`src/rtl/uart_tx_arbiter_if.sv`:
```
// Bus between the UART transmit arbiter and the rest of the design.
// Requester side: i_req/i_data in, o_grant/o_done/o_err/o_busy/o_owner out.
// UART side: o_Tx_DV/o_Tx_b/o_enable/o_select out, i_ready/i_data_recieved/
// i_data_sent in.
// The master modport is the arbiter. The slave modport is the requesters plus
// the UART.
interface uart_tx_arbiter_if #(
  parameter int N = 4,
  parameter int m = 8
);
  localparam int OW = $clog2(N);

  logic [N-1:0]   i_req;
  logic [N*m-1:0] i_data;
  logic [N-1:0]   o_grant;
  logic [N-1:0]   o_done;
  logic           o_err;
  logic           o_busy;
  logic [OW-1:0]  o_owner;

  logic           o_Tx_DV;
  logic [m-1:0]   o_Tx_b;
  logic           o_enable;
  logic           o_select;
  logic           i_ready;
  logic           i_data_recieved;
  logic           i_data_sent;

  modport master (
    input  i_req, i_data, i_ready, i_data_recieved, i_data_sent,
    output o_grant, o_done, o_err, o_busy, o_owner,
           o_Tx_DV, o_Tx_b, o_enable, o_select
  );

  modport slave (
    output i_req, i_data, i_ready, i_data_recieved, i_data_sent,
    input  o_grant, o_done, o_err, o_busy, o_owner,
           o_Tx_DV, o_Tx_b, o_enable, o_select
  );
endinterface

```
`src/rtl/uart_tx_arbiter.sv`:
```
// Round-robin arbiter that shares one UART transmitter between N byte requesters.
// It picks a winner, loads that winner's byte and raises DV. It holds
// enable/select for the whole frame. It pulses o_grant[k] when the UART acks
// the byte and o_done[k] when the frame has been sent. If no ack arrives
// within ACK_TIMEOUT cycles, it aborts and pulses o_err.
// Ports: i_clk, i_rst (sync, active-high), bus (uart_tx_arbiter_if.master).
module uart_tx_arbiter #(
  parameter int N           = 4,
  parameter int m           = 8,
  parameter int ACK_TIMEOUT = 16
) (
  input  logic                i_clk,
  input  logic                i_rst,
  uart_tx_arbiter_if.master   bus
);
  localparam int OW = $clog2(N);
  localparam int CW = $clog2(ACK_TIMEOUT);

  typedef enum logic [1:0] {IDLE, SEND, WAIT_DONE} st_t;

  st_t           st, st_n;
  logic [OW-1:0] last, last_n, owner, owner_n, win;
  logic [CW-1:0] cnt, cnt_n;
  logic [m-1:0]  txb, txb_n;
  logic          dv, dv_n, en, en_n, busy, busy_n, err, err_n, win_vld;
  logic [N-1:0]  grant, grant_n, done, done_n, own_oh;

  // Search from last+1 upward with wrap. Scanning from the far end down lets
  // the nearest requester overwrite the others, so the first hit wins.
  always_comb begin
    win     = '0;
    win_vld = 1'b0;
    for (int i = N; i >= 1; i--) begin
      if (bus.i_req[(int'(last) + i) % N]) begin
        win     = OW'((int'(last) + i) % N);
        win_vld = 1'b1;
      end
    end
  end

  assign own_oh = N'(1) << owner;

  always_comb begin
    st_n    = st;
    last_n  = last;
    cnt_n   = cnt;
    owner_n = owner;
    txb_n   = txb;
    dv_n    = dv;
    en_n    = en;
    busy_n  = busy;
    grant_n = '0;
    done_n  = '0;
    err_n   = 1'b0;
    case (st)
      IDLE: begin
        if (bus.i_ready && win_vld) begin
          txb_n   = bus.i_data[int'(win)*m +: m];
          owner_n = win;
          dv_n    = 1'b1;
          en_n    = 1'b1;
          busy_n  = 1'b1;
          cnt_n   = '0;
          st_n    = SEND;
        end
      end
      SEND: begin
        // An ack takes priority over a timeout in the same cycle.
        if (bus.i_data_recieved) begin
          dv_n    = 1'b0;
          grant_n = own_oh;
          last_n  = owner;
          st_n    = WAIT_DONE;
        end else if (cnt == CW'(ACK_TIMEOUT - 1)) begin
          // The failed requester still counts as served, so it loses its turn.
          dv_n   = 1'b0;
          en_n   = 1'b0;
          busy_n = 1'b0;
          err_n  = 1'b1;
          last_n = owner;
          st_n   = IDLE;
        end else begin
          cnt_n = cnt + 1'b1;
        end
      end
      WAIT_DONE: begin
        if (bus.i_data_sent) begin
          done_n = own_oh;
          en_n   = 1'b0;
          busy_n = 1'b0;
          st_n   = IDLE;
        end
      end
      default: st_n = IDLE;
    endcase
  end

  always_ff @(posedge i_clk) begin
    if (i_rst) begin
      st    <= IDLE;
      last  <= OW'(N - 1);
      cnt   <= '0;
      owner <= '0;
      txb   <= '0;
      dv    <= 1'b0;
      en    <= 1'b0;
      busy  <= 1'b0;
      grant <= '0;
      done  <= '0;
      err   <= 1'b0;
    end else begin
      st    <= st_n;
      last  <= last_n;
      cnt   <= cnt_n;
      owner <= owner_n;
      txb   <= txb_n;
      dv    <= dv_n;
      en    <= en_n;
      busy  <= busy_n;
      grant <= grant_n;
      done  <= done_n;
      err   <= err_n;
    end
  end

  // enable and select come from one flop, so they can never disagree.
  assign bus.o_enable = en;
  assign bus.o_select = en;
  assign bus.o_Tx_DV  = dv;
  assign bus.o_Tx_b   = txb;
  assign bus.o_owner  = owner;
  assign bus.o_busy   = busy;
  assign bus.o_grant  = grant;
  assign bus.o_done   = done;
  assign bus.o_err    = err;
endmodule

```
`src/flat_wrapper.sv`:
```
// flat-port wrapper written by rule: the top's interface ports become plain ports
module uart_tx_arbiter_flat 
#(
  parameter int N           = 4,
  parameter int m           = 8,
  parameter int ACK_TIMEOUT = 16
)
  (i_clk, i_rst, bus_i_req, bus_i_data, bus_i_ready, bus_i_data_recieved, bus_i_data_sent, bus_o_grant, bus_o_done, bus_o_err, bus_o_busy, bus_o_owner, bus_o_Tx_DV, bus_o_Tx_b, bus_o_enable, bus_o_select);
  uart_tx_arbiter_if #(.N(N), .m(m)) bus_i ();
  input  logic i_clk;
  input  logic i_rst;
  input wire logic [$bits(bus_i.i_req)-1:0] bus_i_req;
  input wire logic [$bits(bus_i.i_data)-1:0] bus_i_data;
  input wire logic [$bits(bus_i.i_ready)-1:0] bus_i_ready;
  input wire logic [$bits(bus_i.i_data_recieved)-1:0] bus_i_data_recieved;
  input wire logic [$bits(bus_i.i_data_sent)-1:0] bus_i_data_sent;
  output wire logic [$bits(bus_i.o_grant)-1:0] bus_o_grant;
  output wire logic [$bits(bus_i.o_done)-1:0] bus_o_done;
  output wire logic [$bits(bus_i.o_err)-1:0] bus_o_err;
  output wire logic [$bits(bus_i.o_busy)-1:0] bus_o_busy;
  output wire logic [$bits(bus_i.o_owner)-1:0] bus_o_owner;
  output wire logic [$bits(bus_i.o_Tx_DV)-1:0] bus_o_Tx_DV;
  output wire logic [$bits(bus_i.o_Tx_b)-1:0] bus_o_Tx_b;
  output wire logic [$bits(bus_i.o_enable)-1:0] bus_o_enable;
  output wire logic [$bits(bus_i.o_select)-1:0] bus_o_select;
  assign bus_i.i_req = bus_i_req;
  assign bus_i.i_data = bus_i_data;
  assign bus_i.i_ready = bus_i_ready;
  assign bus_i.i_data_recieved = bus_i_data_recieved;
  assign bus_i.i_data_sent = bus_i_data_sent;
  assign bus_o_grant = bus_i.o_grant;
  assign bus_o_done = bus_i.o_done;
  assign bus_o_err = bus_i.o_err;
  assign bus_o_busy = bus_i.o_busy;
  assign bus_o_owner = bus_i.o_owner;
  assign bus_o_Tx_DV = bus_i.o_Tx_DV;
  assign bus_o_Tx_b = bus_i.o_Tx_b;
  assign bus_o_enable = bus_i.o_enable;
  assign bus_o_select = bus_i.o_select;
  uart_tx_arbiter #(.N(N), .m(m), .ACK_TIMEOUT(ACK_TIMEOUT)) u_core (.i_clk(i_clk), .i_rst(i_rst), .bus(bus_i));
endmodule
```
`config.mk`:
```
export PLATFORM = sky130hd
export DESIGN_NAME = uart_tx_arbiter_flat
export DESIGN_NICKNAME = d
export VERILOG_FILES = /design/src/rtl/uart_tx_arbiter_if.sv /design/src/rtl/uart_tx_arbiter.sv /design/src/flat_wrapper.sv
export SDC_FILE = /design/constraint.sdc
export NUM_CORES = 1
export LEC_CHECK = 0
export CAP_MARGIN = 10
export CORE_AREA = 8 8 59 85
export CTS_CLUSTER_DIAMETER = 150
export DETAILED_ROUTE_END_ITERATION = 7
export DIE_AREA = 0 0 67 93
export HOLD_SLACK_MARGIN = 0.1
export PLACE_DENSITY = 0.79
export SYNTH_ARGS = -nofsm -noshare
export SYNTH_HDL_FRONTEND = slang
export SYNTH_SLANG_ARGS = --single-unit
```
`constraint.sdc`:
```
create_clock -name i_clk -period 2.4 [get_ports i_clk]
set_clock_uncertainty 0.15 [all_clocks]
set_input_delay 0.48 -clock i_clk [delete_from_list [all_inputs] [get_ports i_clk]]
set_output_delay 0.48 -clock i_clk [all_outputs]
set_load 0.02 [all_outputs]
```
# ---- Yosys cells after proc, flatten, opt, wreduce, memory -nomap -nowiden
# Index checks and enable logic that the tools add are counted.
dict set report classes {
  mux 39
  order_cmp 4
  reduce_logical 18
  bitwise_logic 8
  n_addsub 5
  shift 2
  eq_ne 9
}
# op n
set op_table {}
lappend op_table {{variable part select 32 x 6 -> 8 bit} 1}
lappend op_table {{two-way mux 2 bit} 10}
lappend op_table {{two-way mux 1 bit} 18}
lappend op_table {{less-than comparator 3 x 4 -> 1 bit, second input constant} 4}
lappend op_table {{two-way mux 4 bit} 3}
lappend op_table {{OR reduction 3 bit} 3}
lappend op_table {{binary-select mux 1 bit (select 2 bit)} 4}
lappend op_table {{case mux 4 bit (2 select lines)} 1}
lappend op_table {{OR reduction 2 bit} 4}
lappend op_table {{!= test 2 bit, second input constant} 3}
lappend op_table {{case mux 2 bit (3 select lines)} 1}
lappend op_table {{AND reduction 3 bit} 2}
lappend op_table {{AND reduction 5 bit} 1}
lappend op_table {{adder 2 x 1 -> 2 bit, second input constant} 2}
lappend op_table {{adder 2 bit, second input constant} 2}
lappend op_table {{adder 4 x 1 -> 4 bit, second input constant} 1}
lappend op_table {{AND 1 bit, first input constant} 4}
lappend op_table {{equality test 4 bit, second input constant} 1}
lappend op_table {{!= test 2 x 1 -> 1 bit, second input constant} 2}
lappend op_table {{inverter 1 bit} 4}
lappend op_table {{AND reduction 2 bit} 2}
lappend op_table {{AND reduction 4 bit} 1}
lappend op_table {{nonzero test 2 bit} 2}
lappend op_table {{left shift 1 x 2 -> 4 bit, first input constant} 1}
lappend op_table {{other kinds (8)} 8}
dict set report word_totals {
  output_inout_bits 23
  regBits 29
  in_bits 41
  word_cells 95
}

# ---- Logic depth before layout (Yosys ltp)
# Gate-level depths: netlist (run 1).
dict set report logic_depth {
  depth_word 13
  ltp_mapped 7
  depth_no_buf 7
}

# ---- Worst setup path after synthesis (run 1)
# No wires, ideal clock.
dict set report synth_path {
  path_kind {input to register}
  from {input port bus_i_req[1]}
  to {register u_core.st[0]}
  setup_slack_ps 666
  t_required_ps 2122
  n_path_buf 0
  setup_time_ps 128
  arrival_ps 1457
  stages 5
  cell_sequence {o41a_4 a2bb2oi_2 o21ai_2 mux2i_1 nor2_1}
}
dict set report synth_between {
  elab_chain_len 10
  word_cells_on_any_way 19
  cone_classes {1 x eq/ne; 16 x mux; 2 x reduce/logical}
}
# item line_no
set synth_rtl {}
lappend synth_rtl {{from (decl)} flat_wrapper.sv:12} ;# input wire logic [$bits(bus_i.i_req)-1:0] bus_i_req;
lappend synth_rtl {{binary-select mux 1 bit (select 2 bit)} uart_tx_arbiter.sv:34} ;# if (bus.i_req[(int'(last) + i) % N]) begin
lappend synth_rtl {{two-way mux 1 bit (not written as such) (2 in a row)} uart_tx_arbiter.sv:34}
lappend synth_rtl {{two-way mux 1 bit (3 in a row)} uart_tx_arbiter.sv:34}
lappend synth_rtl {{two-way mux 1 bit (*)} uart_tx_arbiter.sv:34}
lappend synth_rtl {{logical AND 1 bit (*)} uart_tx_arbiter.sv:57} ;# if (bus.i_ready && win_vld) begin
lappend synth_rtl {{!= test 2 x 1 -> 1 bit (no line) (*)} --}
lappend synth_rtl {{AND reduction 3 bit (no line) (*)} --}
lappend synth_rtl {{to (signal assigned)} uart_tx_arbiter.sv:112} ;# st <= st_n;
lappend synth_rtl {{to (decl)} uart_tx_arbiter.sv:21} ;# st_t st, st_n;
# Mark *: on every way between the ends. The rest lies on a longest branch, timed or not. The select of a mux whose other input is x is not followed.
# A chain may end at the register's enable or synchronous reset.

# ---- Worst setup path in the final report (run 1)
dict set report layout_path {
  from {input port bus_i_req[1]}
  to {register u_core.txb[5], in the netlist u_core.bus.o_Tx_b[5]}
}
dict set report layout_between {
  elab_chain_len 9
  word_cells_on_any_way 23
  cone_classes {1 x shift; 20 x mux; 2 x reduce/logical}
}
# item line_no
set layout_rtl {}
lappend layout_rtl {{parallel branches: the longest is 9 deep, another holds variable part select 32 x 6 -> 8 bit} --}
lappend layout_rtl {{to (signal assigned)} uart_tx_arbiter.sv:116} ;# txb <= txb_n;
lappend layout_rtl {{to (decl)} uart_tx_arbiter.sv:24} ;# logic [m-1:0] txb, txb_n;
# Several ways; the timed one is not identified. The select of a mux whose other input is x is not followed.

==> flow_summary.rst, run 1 <==
.. list-table::
   :header-rows: 1

   * - Metric
     - Value
   * - Status
     - finished, final reports clean
   * - Post-synthesis cell type count
     - 42
   * - Number of buffers on the longest clock path
     - 2
   * - Final Max Tran Viols
     - 0
   * - Flop and latch count out of synthesis
     - 29
   * - Average vias per placed instance
     - 5.37
   * - Critical path class
     - input pin to flop
   * - Resize count post-CTS
     - 0
   * - Initial antenna violation count
     - 0
   * - Layout cells sized above 1
     - 12.9%
   * - Worst min-delay path category
     - flop to flop
   * - Insertion delay to the later sink of the worst-skew pair
     - 0.29 ns
   * - Placement row count
     - 28
   * - Net Count, Synth
     - 221
   * - Total Die Area
     - 0.00623 mm²
   * - Master cell of the clock root buffer
     - clkbuf_8
   * - Post-synthesis instance area
     - between 0.0015 and 0.002 mm²
   * - Largest cells by area after synthesis
     - dfxtp_1, mux2i_1, o211ai_2
   * - Transition time of the tightest slew-check pin
     - 0.580 ns
   * - Clock H-tree levels
     - 2
   * - RSZ-0062 raised after global routing
     - no
   * - Post-Syn Instances
     - 175
   * - Power density relative to cell area
     - 680 mW/mm²
   * - Max-Slew Margin vs Limit
     - 61.4%
   * - Initial core utilization
     - 42.1%
   * - Wire length per cell
     - 16.0 µm
   * - HPWL after detailed placement
     - around 3800 µm
   * - Layout Cell Area excl Fill
     - 0.00247 mm²
   * - Achievable frequency
     - 474 MHz
   * - Number of routed nets with antenna violations
     - 0
   * - Post-synth top cells
     - dfxtp_1, nor2_1, mux2i_1
   * - Hold buffer count at cts
     - 0
   * - Buffers inserted by post-CTS timing repair
     - 0
   * - Fin Hold WS
     - 0.326 ns
   * - Mean Syn Cell Area
     - 9.28 µm²
   * - Total overflow reported by the global router
     - 0
   * - Static Leakage
     - 0.959 nW
   * - Number of remaining DRC errors
     - 0
   * - Ratio of final minimum period to clock period
     - 87.9%
   * - GP Congestion
     - 0.928
   * - Final number of setup-violating endpoints
     - 0
   * - Filler cells
     - 342
   * - Port Buffer Count
     - 63
   * - Die H
     - 93 µm
   * - Crit path required time
     - 2.42 ns
   * - Combined global-route utilization of all metal layers
     - ~16%
   * - Commonest register cell after synthesis
     - dfxtp_1
   * - Library cell with the largest summed area after synthesis
     - dfxtp_1
   * - Post-synth EDFFs
     - 0
   * - Total area of multi-input combinational cells
     - 972 µm²
   * - Final min period
     - around 2.1 ns
   * - DRT Wirelength
     - 4690 µm
   * - Die boundary width
     - 67 µm
   * - Number of global-route vias before repair
     - 1587
   * - Final-report hold violation count
     - 0
   * - First-pass GRT wire length
     - 7620 µm
   * - Clk sink count
     - 29
   * - FFs w/ async S/R, synth
     - 0%
   * - Area post-placement
     - roughly 0.0024 mm²
   * - Cell with the most instances after synthesis
     - dfxtp_1
   * - Via total after detailed routing
     - 1573
   * - Number of warning messages in the yosys log
     - 0
   * - Clock tree from TritonCTS
     - built
   * - Pin count of the biggest net entering global routing
     - 16
   * - Endpoint class of the critical path
     - flop
   * - Peak ir drop on the vdd network
     - 0.638 mV
   * - Maximum Capacitance Violations
     - 0
   * - Number of nets in the finished design
     - 293
   * - Peak fanout along the critical path
     - 8
   * - Core Area
     - 0.00385 mm²
   * - Total power consumption of the routed design
     - 0.00168 W
   * - Boundary pin count
     - 64
   * - Share of Yosys cell area claimed by the top area cell type
     - 35.7%
   * - Sequential standard cell area
     - 581 µm²
   * - Type of element launching the critical path
     - input pin
   * - Proportion of synthesized chip area in sequential cells
     - 35.7%
   * - Arrival time of data at the critical path endpoint
     - 2.13 ns
   * - Post-CTS clock slew at the launch and capture registers of the worst setup and hold paths
     - 0.07 ns
   * - Number of detailed-routing iterations run before antenna repair
     - 4
   * - Number of clock buffers inserted by TritonCTS
     - 5
   * - Drt first-iter violations
     - 21
   * - Layout Area Growth over Synthesis
     - 52.4%
   * - Number of diodes added for antenna fixing
     - 0
cell usage in the layout, fill, tap and decap left out, types with 2 or more instances in the layout:
| cell | Yosys | layout |
|---|---|---|
| clkbuf_8 | 0 | 6 |
| o21ai_1 | 9 | 9 |
| nand2b_1 | 7 | 7 |
| ha_1 | 5 | 5 |
| clkdlybuf4s50_1 | 0 | 63 |
| nor3_1 | 3 | 3 |
| o211ai_2 | 8 | 8 |
| o21ai_2 | 2 | 2 |
| nor2_1 | 17 | 17 |
| and4_1 | 8 | 8 |
| o31a_1 | 8 | 8 |
| xnor2_1 | 2 | 2 |
| o21a_1 | 2 | 2 |
| a211oi_1 | 2 | 2 |
| mux2i_1 | 14 | 14 |
| nor2b_1 | 2 | 2 |
| inv_1 | 7 | 7 |
| buf_4 | 3 | 7 |
| nand3b_1 | 3 | 3 |
| nand2_1 | 13 | 13 |
| nand3_1 | 3 | 3 |
| a21oi_1 | 5 | 5 |
| buf_12 | 0 | 2 |
| dfxtp_1 | 29 | 29 |
registers in the layout, summed over array words and instances (netlist names), 2 cells and up:
register and flops:
u_core.last 2, u_core.cnt 4, u_core.bus.o_grant 4, u_core.bus.o_owner 2
u_core.bus.o_Tx_b 8, u_core.bus.o_done 4, u_core.st 2
through the flow:
stage | worst slack [ns] | TNS [ns] | utilization (%) | cells
floorplan | 0.666 | 0 | - | 175
global placement | 0.0474 | 0 | 61.2 | 285
detailed placement | -0.00170 | -0.00170 | 61.2 | 285
CTS | 0.306 | 0 | 64.2 | 293
global route | 0.177 | 0 | 64.2 | 293
finish | 0.290 | 0 | 64.2 | 293
report_power, final:
group	switching, W	total [W]	internal, W	leakage (nW)
registers	0.0000435	0.000575	0.000532	0.236
logic	0.000276	0.000576	0.000299	0.664
clock network	0.000193	0.000531	0.000338	0.0585
total	0.000513	0.00168	0.00117	0.959
final timing paths:
check | to | cells after the start | slack (ns) | startpoint
worst max-delay path | u_core.bus.o_Tx_b[5] | 7 | 0.29 | bus_i_req[1]
worst min-delay path | u_core.bus.o_Tx_b[0] | 2 | 0.33 | u_core.bus.o_Tx_b[0]
worst max register to register | u_core.cnt[2] | 7 | 0.58 | u_core.st[0]
worst min register to register | u_core.bus.o_Tx_b[0] | 2 | 0.33 | u_core.bus.o_Tx_b[0]
cells by family after synthesis:
group | share of synthesized area (%)
AO/OA/AOI/OAI | 24.7
buffers and inverters | 4.39
AND/OR/NAND/NOR | 21.6
flip-flops | 35.7
multiplexers | 8.63
adder cells (fa/ha/maj) | 3.85
XOR/XNOR | 1.08
layout make-up:
| class | instances | share of cell area [%] |
|---|---|---|
| clock buffer | 7 | 3.49 |
| clock inverter | 1 | 1.21 |
| inverter | 7 | 1.06 |
| multi-input combinational | 132 | 39.3 |
| sequential | 29 | 23.5 |
| tap | 45 | 2.28 |
| timing repair buffer | 72 | 29.2 |
per-layer routing:
metal | GRT usage, % | wire (µm)
met5 | 0 | 0
met4 | 6.65 | 72
met3 | 3.47 | 280
met2 | 28.0 | 2430
met1 | 16.7 | 1910
critical path: stages:
cell             delay, ns
clkdlybuf4s50_1       0.51
o41a_4                0.58
nand3b_1              0.14
a211oi_2              0.05
buf_4                 0.18
o21ai_1               0.09
o211ai_2              0.10
Power figures use the tool's default switching activity.
==> run 2, diff against run 1 <==
- GPL_ROUTABILITY_DRIVEN: unset -> 0
==> results of run 2 <==
No change in the layout: final DEF, timing and power equal those of run 1.
==> run 3, diff against run 2 <==
--- a/config.mk
+++ b/config.mk
@@ -9,4 +9,5 @@
 export CORE_AREA = 8 8 59 85
 export CTS_CLUSTER_DIAMETER = 150
+export CTS_CLUSTER_SIZE = 12
 export DETAILED_ROUTE_END_ITERATION = 7
 export DIE_AREA = 0 0 67 93
@@ -14,4 +15,5 @@
 export HOLD_SLACK_MARGIN = 0.1
 export PLACE_DENSITY = 0.79
+export SETUP_SLACK_MARGIN = 0.1
 export SYNTH_ARGS = -nofsm -noshare
 export SYNTH_HDL_FRONTEND = slang
==> constraint.sdc (replaced) <==
create_clock -name i_clk -period 2.4 [get_ports i_clk]
set_clock_uncertainty 0.15 [all_clocks]
set_input_delay 0.24 -clock i_clk [delete_from_list [all_inputs] [get_ports i_clk]]
set_output_delay 0.24 -clock i_clk [all_outputs]
set_load 0.02 [all_outputs]
==> run 3 against run 2 <==
- wire length shrank 1.8%
- design area down 2.8%
- largest power group is now registers
- critical endpoint is now u_core.bus.o_Tx_b[3]
- critical path depth decreased by 1
==> flow_summary.rst, run 3 (synthesized netlist as in run 1, its figures left out) <==
.. list-table::
   :header-rows: 1

   * - Metric
     - Value
   * - Most common library cell in the layout ignoring fill and taps
     - clkdlybuf4s50_1
   * - Peak fanout along the critical path
     - 9 (+1)
   * - Max-Slew Margin vs Limit
     - 63.6% (+2.2 points)
   * - Highest routed metal layer
     - met4
   * - Post-CTS clock slew at the launch and capture registers of the worst setup and hold paths
     - 0.07 ns (about the same)
   * - Wl on met1
     - 2000 µm (+4.3%)
   * - First-pass GRT wire length
     - 7350 µm (-3.5%)
   * - RSZ-0062 raised after global routing
     - no
   * - Flip-flop count of the largest register, all copies and words added
     - 8 (unchanged)
   * - Resize count post-CTS
     - 0 (unchanged)
   * - Layout Cell Area excl Fill
     - 0.00241 mm² (-2.8%)
   * - Final min period
     - 1.98 ns (-0.132 ns)
   * - Number of diodes added for antenna fixing
     - 0 (unchanged)
   * - Reg-to-Reg End
     - u_core.cnt[0]
   * - Insertion delay to the later sink of the worst-skew pair
     - 0.28 ns (about the same)
   * - Arrival time of data at the critical path endpoint
     - 1.99 ns (-0.14 ns)
   * - Number of clock buffers inserted by TritonCTS
     - 5 (unchanged)
   * - Filler cells
     - 324 (-5.3%)
   * - Final core utilization
     - 62.4% (-1.8 points)
   * - Transition time of the tightest slew-check pin
     - 0.545 ns (-0.0346 ns)
   * - Peak ir drop on the vdd network
     - 0.582 mV (-8.8%)
   * - Die boundary width
     - 67 µm (unchanged)
   * - Final-report hold violation count
     - 0 (unchanged)
   * - Master cell of the clock root buffer
     - clkbuf_8
   * - Number of routed nets with antenna violations
     - 0 (unchanged)
   * - Buffers inserted by post-CTS timing repair
     - 0 (unchanged)
   * - Port Buffer Count
     - 63 (unchanged)
   * - Final Max Tran Viols
     - 0 (unchanged)
   * - Drt first-iter violations
     - 71 (+240%)
   * - Initial antenna violation count
     - 0 (unchanged)
   * - Sequential standard cell area
     - 581 µm² (unchanged)
   * - HPWL after detailed placement
     - 3620 µm (-3.6%)
   * - Endpoint class of the critical path
     - flop
   * - Die H
     - 93 µm (unchanged)
   * - Total Die Area
     - 0.00623 mm² (unchanged)
   * - Number of remaining DRC errors
     - 0 (unchanged)
   * - Total power consumption of the routed design
     - 0.00153 W (-9.3%)
   * - Maximum Capacitance Violations
     - 0 (unchanged)
   * - Static Leakage
     - 0.925 nW (-3.6%)
   * - Layout Area Growth over Synthesis
     - 48.2%
   * - Ratio of final minimum period to clock period
     - 82.4% (-5.5 points)
   * - Clock H-tree levels
     - 2 (unchanged)
   * - Power density relative to cell area
     - 634 mW/mm² (-6.7%)
   * - Placement row count
     - 28 (unchanged)
   * - Layout cells sized above 1
     - 11.8% (-1.1 points)
   * - Critical Path Sink
     - u_core.bus.o_Tx_b[3]
   * - Boundary pin count
     - 64 (unchanged)
   * - Detail Route met2 WL
     - 2300 µm (-5.0%)
   * - Average vias per placed instance
     - 5.20 (-3.1%)
   * - Total overflow reported by the global router
     - 0 (unchanged)
   * - Most used cells in the layout excluding fill and tap cells
     - clkdlybuf4s50_1, dfxtp_1, nor2_1
   * - Number of buffers on the longest clock path
     - 2 (unchanged)
   * - Pin count of the biggest net entering global routing
     - 16 (unchanged)
   * - Crit path required time
     - 2.42 ns (about the same)
   * - Combined global-route utilization of all metal layers
     - 14.8% (-0.86 points)
   * - Clock tree from TritonCTS
     - built
   * - Type of element launching the critical path
     - input pin
   * - Number of global-route vias before repair
     - 1480 (-6.7%)
   * - Critical path class
     - input pin to flop
   * - Initial core utilization
     - 42.1% (unchanged)
   * - Number of nets in the finished design
     - 290 (-1.0%)
   * - Area post-placement
     - 0.00232 mm² (-1.5%)
   * - Total area of multi-input combinational cells
     - 972 µm² (unchanged)
   * - Number of detailed-routing iterations run before antenna repair
     - 4 (unchanged)
   * - Via total after detailed routing
     - 1509 (-4.1%)
   * - DRT Wirelength
     - 4610 µm (-1.8%)
   * - Launching instance or port of the critical path
     - bus_i_req[3]
   * - Worst R2R Path Depth
     - 6 (-1)
   * - Launch instance of the worst min-delay path
     - u_core.bus.o_Tx_b[7]
   * - Hold buffer count at cts
     - 0 (unchanged)
   * - Post-route setup TNS
     - 0 ns (unchanged)
   * - Worst R2R Start
     - u_core.st[1]
   * - Clk sink count
     - 29 (unchanged)
   * - Achievable frequency
     - 506 MHz (+6.7%)
   * - Final number of setup-violating endpoints
     - 0 (unchanged)
   * - Wire length per cell
     - 15.9 µm (-0.77%)
   * - Worst min-delay path category
     - flop to flop
   * - Core Area
     - 0.00385 mm² (unchanged)
   * - Routed met3 length
     - 273 µm (-2.5%)
   * - Status
     - finished, final reports clean
   * - Worst R2R Setup Slack
     - 0.46 ns (-0.12 ns)
   * - Cell depth of the worst hold path
     - 2 (unchanged)
## run 3: final cells by class
class                   count  share of cell area [%]
repair buffers             69                    28.6
inverters                   7                    1.09
clock inverters             2                   0.416
multi-input cells         132                    40.4
flip-flops and latches     29                    24.1
clock buffers               6                    3.02
well taps                  45                    2.34
## run 3: how the worst min path moves through the flow
stage,to
6_report,u_core.bus.o_Tx_b[7]
5_1_grt,u_core.bus.o_Tx_b[2]
4_1_cts,u_core.bus.o_Tx_b[7]
3_5_place_dp,u_core.bus.o_Tx_b[7]
3_3_place_gp,u_core.bus.o_Tx_b[6]
2_1_floorplan,u_core.bus.o_err
## run 3: worst max-delay path: stages
cell and delay, ns:
clkdlybuf4s50_1 0.52, o21ai_1 0.48, nand3_1 0.25, buf_12 0.21
mux2i_1 0.20, o211ai_2 0.09
## run 3: report_power, final
part	switching [W]	leakage [nW]	internal (W)
Sequential	0.0000419	0.236	0.000532
Combinational	0.000276	0.643	0.000288
Clock	0.000187	0.0450	0.000201
## run 3: per-layer routing
| metal | track usage, % | up-vias |
|---|---|---|
| met3 | 3.47 | 4 |
| met5 | 0 | - |
| li1 | - | 776 |
| met4 | 3.15 | 0 |
| met2 | 26.6 | 48 |
| met1 | 16.8 | 681 |
## run 3: through the flow
step                      std cells  setup WS [ns]  hold slack (ns)
after floorplan                 175          0.750            0.167
after global placement          282          0.212            0.304
after detailed placement        282          0.197            0.309
after CTS                       290          0.472            0.325
after global routing            290          0.276            0.350
final                           290          0.422            0.321
